**config.mk**
```make
export PLATFORM = sky130hd
export DESIGN_NAME = frame_sequencer
export DESIGN_NICKNAME = d
export VERILOG_FILES = /design/src/rtl/frame_pkg.sv /design/src/rtl/screen_clear_counter.sv /design/src/rtl/frame_sequencer.sv
export SDC_FILE = /design/constraint.sdc
export NUM_CORES = 1
export LEC_CHECK = 0
export ABC_AREA = 0
export CORE_MARGIN = 10
export CORE_UTILIZATION = 55
export CTS_BUF_LIST = sky130_fd_sc_hd__clkbuf_2 sky130_fd_sc_hd__clkbuf_4 sky130_fd_sc_hd__clkbuf_8
export CTS_CLUSTER_SIZE = 16
export DETAILED_ROUTE_END_ITERATION = 7
export PLACE_DENSITY = 0.83
export SETUP_SLACK_MARGIN = 0.3
export SYNTH_ARGS = -nofsm -noshare
export SYNTH_HDL_FRONTEND = slang
export SYNTH_SLANG_ARGS = --single-unit
```
**constraint.sdc**
```tcl
create_clock -name clk -period 2.1 [get_ports clk]
set_input_delay 0.21 -clock clk [delete_from_list [all_inputs] [get_ports clk]]
set_output_delay 0.21 -clock clk [all_outputs]
set_load 0.02 [all_outputs]
```
**src/rtl/frame_pkg.sv**
```systemverilog
// Shared types and widths for the frame sequencer and the draw controller.
package frame_pkg;

   localparam int COORD_W = 10;
   localparam int COLOR_W = 3;

   typedef enum logic [2:0] {
      S_IDLE       = 3'd0,
      S_CLEAR      = 3'd1,
      S_DRAW_START = 3'd2,
      S_DRAW_WAIT  = 3'd3,
      S_UPDATE     = 3'd4
   } state_t;

endpackage

```
**src/rtl/screen_clear_counter.sv**
```systemverilog
// Raster counter for the clear phase: sweeps (cx,cy) row by row.
// start forces (0,0); advance steps one pixel; last flags the final pixel.
module screen_clear_counter
   import frame_pkg::*;
#(
   parameter int SCREEN_W = 160,
   parameter int SCREEN_H = 120
) (
   input  logic               clk,
   input  logic               reset_n,
   input  logic               start,
   input  logic               advance,
   output logic [COORD_W-1:0] cx,
   output logic [COORD_W-1:0] cy,
   output logic               last
);

   logic row_end;
   logic col_end;

   assign row_end = (cx == COORD_W'(SCREEN_W - 1));
   assign col_end = (cy == COORD_W'(SCREEN_H - 1));
   assign last    = row_end && col_end;

   // Raster position: x runs fastest, wraps into the next row; full wrap after the last pixel.
   always_ff @(posedge clk or negedge reset_n) begin
      if (!reset_n) begin
         cx <= '0;
         cy <= '0;
      end else if (start) begin
         cx <= '0;
         cy <= '0;
      end else if (advance) begin
         if (row_end) begin
            cx <= '0;
            cy <= col_end ? '0 : cy + 1'b1;
         end else begin
            cx <= cx + 1'b1;
         end
      end
   end

endmodule

```
**src/rtl/frame_sequencer.sv**
```systemverilog
// Per-frame scheduler owning the framebuffer write port.
// Each accepted frame tick runs: clear screen -> start entity draw -> request game update.
//
// Handshakes:
//   draw_start is a one-cycle pulse; draw_done is a one-cycle pulse accepted only in S_DRAW_WAIT.
//   update_req is a level raised on entering S_UPDATE and held until update_ack is sampled high;
//   it drops on the edge that samples the ack.
module frame_sequencer
   import frame_pkg::*;
#(
   parameter int                 SCREEN_W     = 160,
   parameter int                 SCREEN_H     = 120,
   parameter logic [COLOR_W-1:0] BG_COLOR     = 3'b000,
   parameter int                 DRAW_TIMEOUT = 200000
) (
   input  logic               clk,
   input  logic               reset_n,
   input  logic               enable,
   input  logic               frame_tick,
   input  logic [COORD_W-1:0] draw_x,
   input  logic [COORD_W-1:0] draw_y,
   input  logic [COLOR_W-1:0] draw_color,
   input  logic               draw_plot,
   input  logic               draw_done,
   output logic               draw_start,
   output logic               update_req,
   input  logic               update_ack,
   output logic [COORD_W-1:0] x,
   output logic [COORD_W-1:0] y,
   output logic [COLOR_W-1:0] color,
   output logic               plot,
   output logic               busy,
   output logic               draw_timeout,
   output logic [7:0]         overrun_count,
   output logic [2:0]         state_dbg
);

   localparam int TW = (DRAW_TIMEOUT > 1) ? $clog2(DRAW_TIMEOUT) : 1;

   state_t             state;
   state_t             next_state;
   logic [COORD_W-1:0] cx;
   logic [COORD_W-1:0] cy;
   logic               clr_last;
   logic [TW-1:0]      timer;
   logic               timer_hit;
   logic               timeout_set;

   assign busy      = (state != S_IDLE);
   assign state_dbg = state;
   assign timer_hit = (timer == TW'(DRAW_TIMEOUT - 1));

   screen_clear_counter #(
      .SCREEN_W (SCREEN_W),
      .SCREEN_H (SCREEN_H)
   ) u_clear (
      .clk     (clk),
      .reset_n (reset_n),
      .start   (state == S_IDLE),
      .advance (state == S_CLEAR),
      .cx      (cx),
      .cy      (cy),
      .last    (clr_last)
   );

   // State register.
   always_ff @(posedge clk or negedge reset_n) begin
      if (!reset_n) state <= S_IDLE;
      else          state <= next_state;
   end

   // Next-state logic; draw_done takes priority over the timeout in the same cycle.
   always_comb begin
      next_state  = state;
      timeout_set = 1'b0;
      case (state)
         S_IDLE:       if (frame_tick && enable) next_state = S_CLEAR;
         S_CLEAR:      if (clr_last) next_state = S_DRAW_START;
         S_DRAW_START: next_state = S_DRAW_WAIT;
         S_DRAW_WAIT: begin
            if (draw_done) begin
               next_state = S_UPDATE;
            end else if (timer_hit) begin
               next_state  = S_UPDATE;
               timeout_set = 1'b1;
            end
         end
         S_UPDATE:     if (update_ack) next_state = S_IDLE;
         default:      next_state = S_IDLE;
      endcase
   end

   // Registered write port and control strobes; plot is only ever high after CLEAR or DRAW_WAIT cycles.
   always_ff @(posedge clk or negedge reset_n) begin
      if (!reset_n) begin
         x          <= '0;
         y          <= '0;
         color      <= '0;
         plot       <= 1'b0;
         draw_start <= 1'b0;
         update_req <= 1'b0;
      end else begin
         draw_start <= (state == S_DRAW_START);
         update_req <= (next_state == S_UPDATE);
         case (state)
            S_CLEAR: begin
               x     <= cx;
               y     <= cy;
               color <= BG_COLOR;
               plot  <= 1'b1;
            end
            S_DRAW_WAIT: begin
               x     <= draw_x;
               y     <= draw_y;
               color <= draw_color;
               plot  <= draw_plot;
            end
            default: plot <= 1'b0;
         endcase
      end
   end

   // Draw watchdog: cleared when the draw is launched, counts every cycle spent waiting.
   always_ff @(posedge clk or negedge reset_n) begin
      if (!reset_n)                   timer <= '0;
      else if (state == S_DRAW_START) timer <= '0;
      else if (state == S_DRAW_WAIT)  timer <= timer + 1'b1;
   end

   // Sticky abort flag and saturating count of ticks that arrived while a frame was running.
   always_ff @(posedge clk or negedge reset_n) begin
      if (!reset_n) begin
         draw_timeout  <= 1'b0;
         overrun_count <= '0;
      end else begin
         if (timeout_set) draw_timeout <= 1'b1;
         if (frame_tick && busy && (overrun_count != 8'hFF))
            overrun_count <= overrun_count + 1'b1;
      end
   end

endmodule

```
==> flow_summary.yaml, run 1 <==
run_status:
  status: "finished clean"
cells_and_area:
  diodes: 0
  postLayoutCellArea_sq_mm: 0.00513
  drive_gt1_share_pct: 13.9
  final_nets: 555
  syn2layout_area_growth_pct: 31.2
logic_synthesis:
  ys_seq_area_share_pct: 48.6
  synth-edff-count: 0
  netlist_top_cells_area: "dfrtp_1, nand2_1, a31oi_1"
  synth_top_area_share_pct: 48.6
  synth_most_common_cell: "dfrtp_1"
  syn_nets: 468
  synth.distinct_cells: 49
  netlist_top_cells_count: "dfrtp_1, nand2_1, nor2_1, a31oi_1, nand3_1"
  synth_ff_type: "dfrtp_1"
  synth-seq-cells: 76
  syn_area_per_cell_sq_um: 9.01
  syn_inst: 434
  async_flop_share_pct: 100
  yosys_warnings: 0
  synthesis.area_sq_mm: 0.00391
  yosys.area.top_type: "dfrtp_1"
setup_path:
  slowest_delay_ns: 0.45
  crit_cells: 6
  crit_path_end: "state_dbg[1]$_DFF_PN0_"
  crit_path_cell_trace: "ha_2, nand4_1, buf_4, nor3_4, or4b_1, a31oi_1"
  worstPathMaxFanout: 5
  required_ns: 2.37
  cp-end-kind: "flip-flop"
  regToRegSetupSlack_ns: 0.15
  worstPathArrival_ns: 2.22
  cp_slowest_cell: "or4b_1"
  cp_top_family: "simple AND/OR/NAND/NOR gates"
  crit_buf_inv: 1
  cp-start-kind: "flip-flop"
  reg2reg_from: "u_clear.cx[0]$_DFFE_PN0P_"
  reg2reg_depth: 6
  startpoint: "u_clear.cx[0]$_DFFE_PN0P_"
  crit_type: "flip-flop to flip-flop"
  rr_endpoint: "state_dbg[1]$_DFF_PN0_"
min_path:
  hold_path.class: "input port to async pin"
sta:
  period_minus_slack_ns: 1.95
  fin_crit_sh_pct: 92.8
  finalSetupTns_ns: 0
  drv_slew: 0
  worstMarginPinSlew_ns: 0.506
  finalSetupViolations: 0
  fmax_mhz: 513
  finalHoldViolCount: 0
  slew_headroom_pct: 66.3
  fin_worst_skew_ns: 0.00797
  rsz0062_at_grt: "yes"
global_routing:
  grt_pass1_wl_um: 16900
  groute.usage.overall_pct: 18.5
  busiest_layer: "met2"
  gr-usage-met3_pct: 5.27
  use_met2_pct: 29.9
  grt.overflow.total: 0
  grt_antenna_before_repair: 0
  grt_max_degree: 43
  grt_pass1_vias: 3483
  grt_use_met1_pct: 22.7
clock_network:
  cts_root_buf: "clkbuf_8"
  cts_buffers: 9
  htreeDepth: 3
  clk_pin_slew_ns: 0.08
  cts_tree: "yes"
  clock_latency_ns: 0.36
  cts_buffer_depth: 2
  cts_sinks: 76
place:
  portBuffers: 68
  place_congestion: 0.867
  placed_cell_area_sq_mm: 0.00476
  hpwlAfterDp_um: 7000
detailed_routing:
  first_pass_iters: 5
  vias_per_cell: 5.82
  vias: 3622
  totalWireLength_um: 10400
  drc_errors: 0
  wire_per_inst_um: 16.8
  drtIter0Drc: 260
  route.antenna.remaining_nets: 0
floorplan:
  io_pins: 69
  row_count: 30
  die_w_um: 104
  core-area_sq_mm: 0.00687
  die_h_um: 104
  start_util_pct: 57.0
  die-area_sq_mm: 0.0109
power:
  ir_worst_vdd_mv: 0.763
  p_leak_uw: 0.00223
  power_density_mw_per_mm2: 870
job:
  cap_violations: 0
-- per-stage QoR --
step | power [uW] | hold slack (ns) | utilization (%) | instances | setup slack [ns]
after floorplan | 2680 | -0.0856 | - | 434 | 0.221
after global placement | 3260 | 0.215 | 69.2 | 592 | 0.225
after detailed placement | 3310 | 0.215 | 69.2 | 592 | 0.180
after CTS | 4370 | 0.379 | 72.6 | 611 | 0.195
after global routing | 4720 | 0.405 | 74.7 | 622 | 0.0618
final | 4470 | 0.360 | 74.7 | 622 | 0.152
-- registers in the layout (all words and copies together), names as in the netlist --
register	flops
color	3
overrun_count	8
state_dbg	3
draw_start	1
update_req	1
plot	1
y	10
timer	18
draw_timeout	1
x	10
u_clear.cx	10
u_clear.cy	10
-- worst min path at each step --
stage	from	endpoint	slack (ns)
final	reset_n	timer[16]$_DFFE_PN0P_	0.36
after global routing	reset_n	timer[16]$_DFFE_PN0P_	0.40
after CTS	reset_n	timer[16]$_DFFE_PN0P_	0.38
after detailed placement	reset_n	timer[16]$_DFFE_PN0P_	0.21
after global placement	reset_n	overrun_count[2]$_DFFE_PN0P_	0.22
after floorplan	reset_n	color[0]$_DFFE_PN0P_	-0.09
-- layout by cell type (no fill, tap or decap), types with 4 or more instances in the layout --
| master | instances |
|---|---|
| a22o_1 | 6 |
| nor4_1 | 5 |
| and3_1 | 4 |
| nand2b_1 | 5 |
| xor2_1 | 13 |
| mux2i_1 | 10 |
| clkdlybuf4s50_1 | 64 |
| nor2_1 | 48 |
| a31oi_1 | 34 |
| nand2_1 | 75 |
| nand3_1 | 20 |
| nor3_1 | 10 |
| o21ai_0 | 16 |
| inv_1 | 14 |
| dfrtp_1 | 71 |
| buf_4 | 28 |
| a21oi_1 | 5 |
| o211ai_1 | 4 |
| dfrtp_2 | 5 |
| nand4_1 | 14 |
| clkbuf_8 | 12 |
-- cell type report --
cell class	instances	area [sq um]
Clock buffer	12	165
Timing Repair Buffer	100	950
Multi-Input combinational cell	320	1920
Clock inverter	4	22.5
Fill cell	484	1740
Tap cell	96	120
Sequential cell	76	1910
Inverter	14	52.6
-- where the power goes --
part | switching, uW | internal [uW]
sequential | 218 | 1650
combinational | 841 | 698
clock | 540 | 520
-- per-layer routing --
metal | vias to the layer above | routed length [um]
li1 | 1727 | -
met1 | 1741 | 4480
met2 | 134 | 5020
met3 | 20 | 737
met4 | 0 | 194
met5 | - | 0
-- logic make-up (layout without fill, tap and decap cells) --
kind of cell               count (synthesis)  after routing  synth area share (%)
xor gates and xnor gates                  14             14                  3.13
buffers and inverters                     38            130                  4.00
adders and majority gates                  4              4                  1.28
DFF                                       76             76                  48.6
AOI/OAI and AO/OA                         82             82                  13.9
muxes                                     11             11                  2.85
and+or+nand+nor                          209            209                  26.3
-- repair_timing --
| action | 4_1_cts | 5_1_grt |
|---|---|---|
| endpoints found under the setup margin | 20 | 45 |
| gates resized for setup | 9 | 14 |
| hold endpoints to repair | 38 | 0 |
| buffers inserted | 2 | 11 |
| hold buffers | 1 | 0 |
| pin swaps | 1 | 7 |
Note: power is estimated with default switching activity, not from simulation.
==> run 2: changes to the inputs <==
Settings changed: CORE_MARGIN 10 to 5, CTS_CLUSTER_SIZE 16 to 24, MAX_ROUTING_LAYER set to met4.
==> run 2 against run 1 <==
  * Sequential share of layout area down 1.4 points
  * Maximum frequency down 0.74%
  * Worst setup slack got worse by 0.015 ns
  * Die area fell by 18%
==> flow_summary.yaml, run 2 (same netlist as run 1, synthesis figures left out) <==
cells_and_area:
  seq_area_sq_mm: 0.00191
  multi_input_area_sq_mm: 0.00199
  final_nets: 558
  largest_register_ffs: 18
  drive_gt1_share_pct: 16.4
  final_cell_mix: "nand2_1, dfrtp_1, clkdlybuf4s50_1"
  syn2layout_area_growth_pct: 36.2
  final_common_cell: "nand2_1"
  fillers: 455
  diodes: 0
  largest-register: "timer"
setup_path:
  regToRegSetupSlack_ns: 0.14
  worstPathArrival_ns: 2.19
  crit_path_end: "u_clear.cy[9]$_DFFE_PN0P_"
  worstPathMaxFanout: 4
  crit_type: "flip-flop to flip-flop"
  cp-start-kind: "flip-flop"
  crit_path_cell_trace: "or4b_4, or3_4, a21oi_4, buf_6, buf_16, a31oi_1"
  cp-end-kind: "flip-flop"
  startpoint: "u_clear.cx[5]$_DFFE_PN0P_"
  reg2reg_depth: 6
  cp_top_family: "simple AND/OR/NAND/NOR gates"
  crit_buf_inv: 2
  required_ns: 2.32
  crit_cells: 6
  slowest_delay_ns: 0.54
  rr_endpoint: "u_clear.cy[9]$_DFFE_PN0P_"
  reg2reg_from: "u_clear.cx[5]$_DFFE_PN0P_"
  cp_slowest_cell: "or4b_4"
place:
  dp_slack_ns: 0.116
  place_congestion: 0.893
  hpwlAfterDp_um: 6590
  portBuffers: 68
clock_network:
  clk_pin_slew_ns: 0.08
  cts_buffers: 9
  cts_buffer_depth: 2
  cts_sinks: 76
  htreeDepth: 3
  cts_root_buf: "clkbuf_8"
  cts_tree: "yes"
  clock_latency_ns: 0.35
detailed_routing:
  drtIter0Drc: 341
  totalWireLength_um: 10700
  vias: 3693
  first_pass_iters: 5
  drc_errors: 0
  vias_per_cell: 5.91
  route.antenna.remaining_nets: 0
  wire_per_inst_um: 17.1
sta:
  finalHoldViolCount: 0
  period_minus_slack_ns: 1.96
  rsz0062_at_grt: "yes"
  fin_crit_sh_pct: 93.5
  slew_headroom_pct: 65.1
  fin_worst_skew_ns: 0.0108
  finalSetupViolations: 0
  fmax_mhz: 510
  drv_slew: 0
  worstMarginPinSlew_ns: 0.524
  fin_ws_ns: 0.138
  finalSetupTns_ns: 0
  holdWs_ns: 0.387
global_routing:
  gr-usage-met3_pct: 5.02
  use_met2_pct: 37.6
  groute.usage.overall_pct: 24.3
  grt_pass1_vias: 3453
  busiest_layer: "met2"
  grt_antenna_before_repair: 0
  grt_max_degree: 43
  grt_pass1_wl_um: 16600
  grt.overflow.total: 0
  grt_use_met1_pct: 31.3
floorplan:
  die_w_um: 94.3
  core-area_sq_mm: 0.00687
  row_count: 30
  start_util_pct: 57.0
  die_h_um: 94.3
  io_pins: 69
  die-area_sq_mm: 0.00890
job:
  cap_violations: 0
run_status:
  status: "finished clean"
power:
  power_uw: 4980
  power_density_mw_per_mm2: 934
  p_leak_uw: 0.00227
  ir_worst_vdd_mv: 0.952
min_path:
  hold_path.class: "input port to async pin"
-- run 2: area by class of cell --
| cell class | count | area share, % |
|---|---|---|
| repair buffers | 103 | 18.9 |
| well taps | 96 | 2.25 |
| clock inverters | 4 | 1.78 |
| flip-flops and latches | 76 | 35.8 |
| clock buffers | 12 | 2.98 |
| inverters | 14 | 0.986 |
| multi-input cells | 320 | 37.3 |
-- run 2: metal layers --
metal	wire, um	vias to the layer above	share of wire, %
met3	674	21	6.3
met4	180	0	1.7
met1	4500	1787	42
met5	0	-	0
met2	5330	158	50
li1	-	1727	-
-- run 2: worst min-delay path by stage --
stage                        from                      endpoint  slack, ns  cells past startpoint
after floorplan           reset_n          color[0]$_DFFE_PN0P_      -0.09                      0
after global placement    reset_n  overrun_count[5]$_DFFE_PN0P_       0.21                      1
after detailed placement  reset_n  overrun_count[5]$_DFFE_PN0P_       0.22                      1
after CTS                 reset_n  overrun_count[5]$_DFFE_PN0P_       0.40                      2
after global routing      reset_n  overrun_count[4]$_DFFE_PN0P_       0.41                      2
final                     reset_n  overrun_count[4]$_DFFE_PN0P_       0.39                      2
-- run 2: repair_timing --
action,in CTS,in global routing
gates resized for setup,15,23
buffers inserted,4,11
pin swaps,5,9
setup endpoints to repair,39,27
hold buffers,1,0
gates cloned,1,0
endpoints found under the hold margin,38,0
-- run 2: metrics by stage --
step | instances | utilization (%) | area (sq um)
floorplan | 434 | - | 3920
global placement | 592 | 69.4 | 4770
detailed placement | 592 | 69.4 | 4770
CTS | 614 | 74.7 | 5130
global route | 625 | 77.6 | 5330
finish | 625 | 77.6 | 5330
-- run 2: where the power goes --
part | switching, uW | leakage (uW) | internal (uW)
registers | 234 | 0.000996 | 1650
logic | 900 | 0.00115 | 788
clock network | 539 | 0.000130 | 867
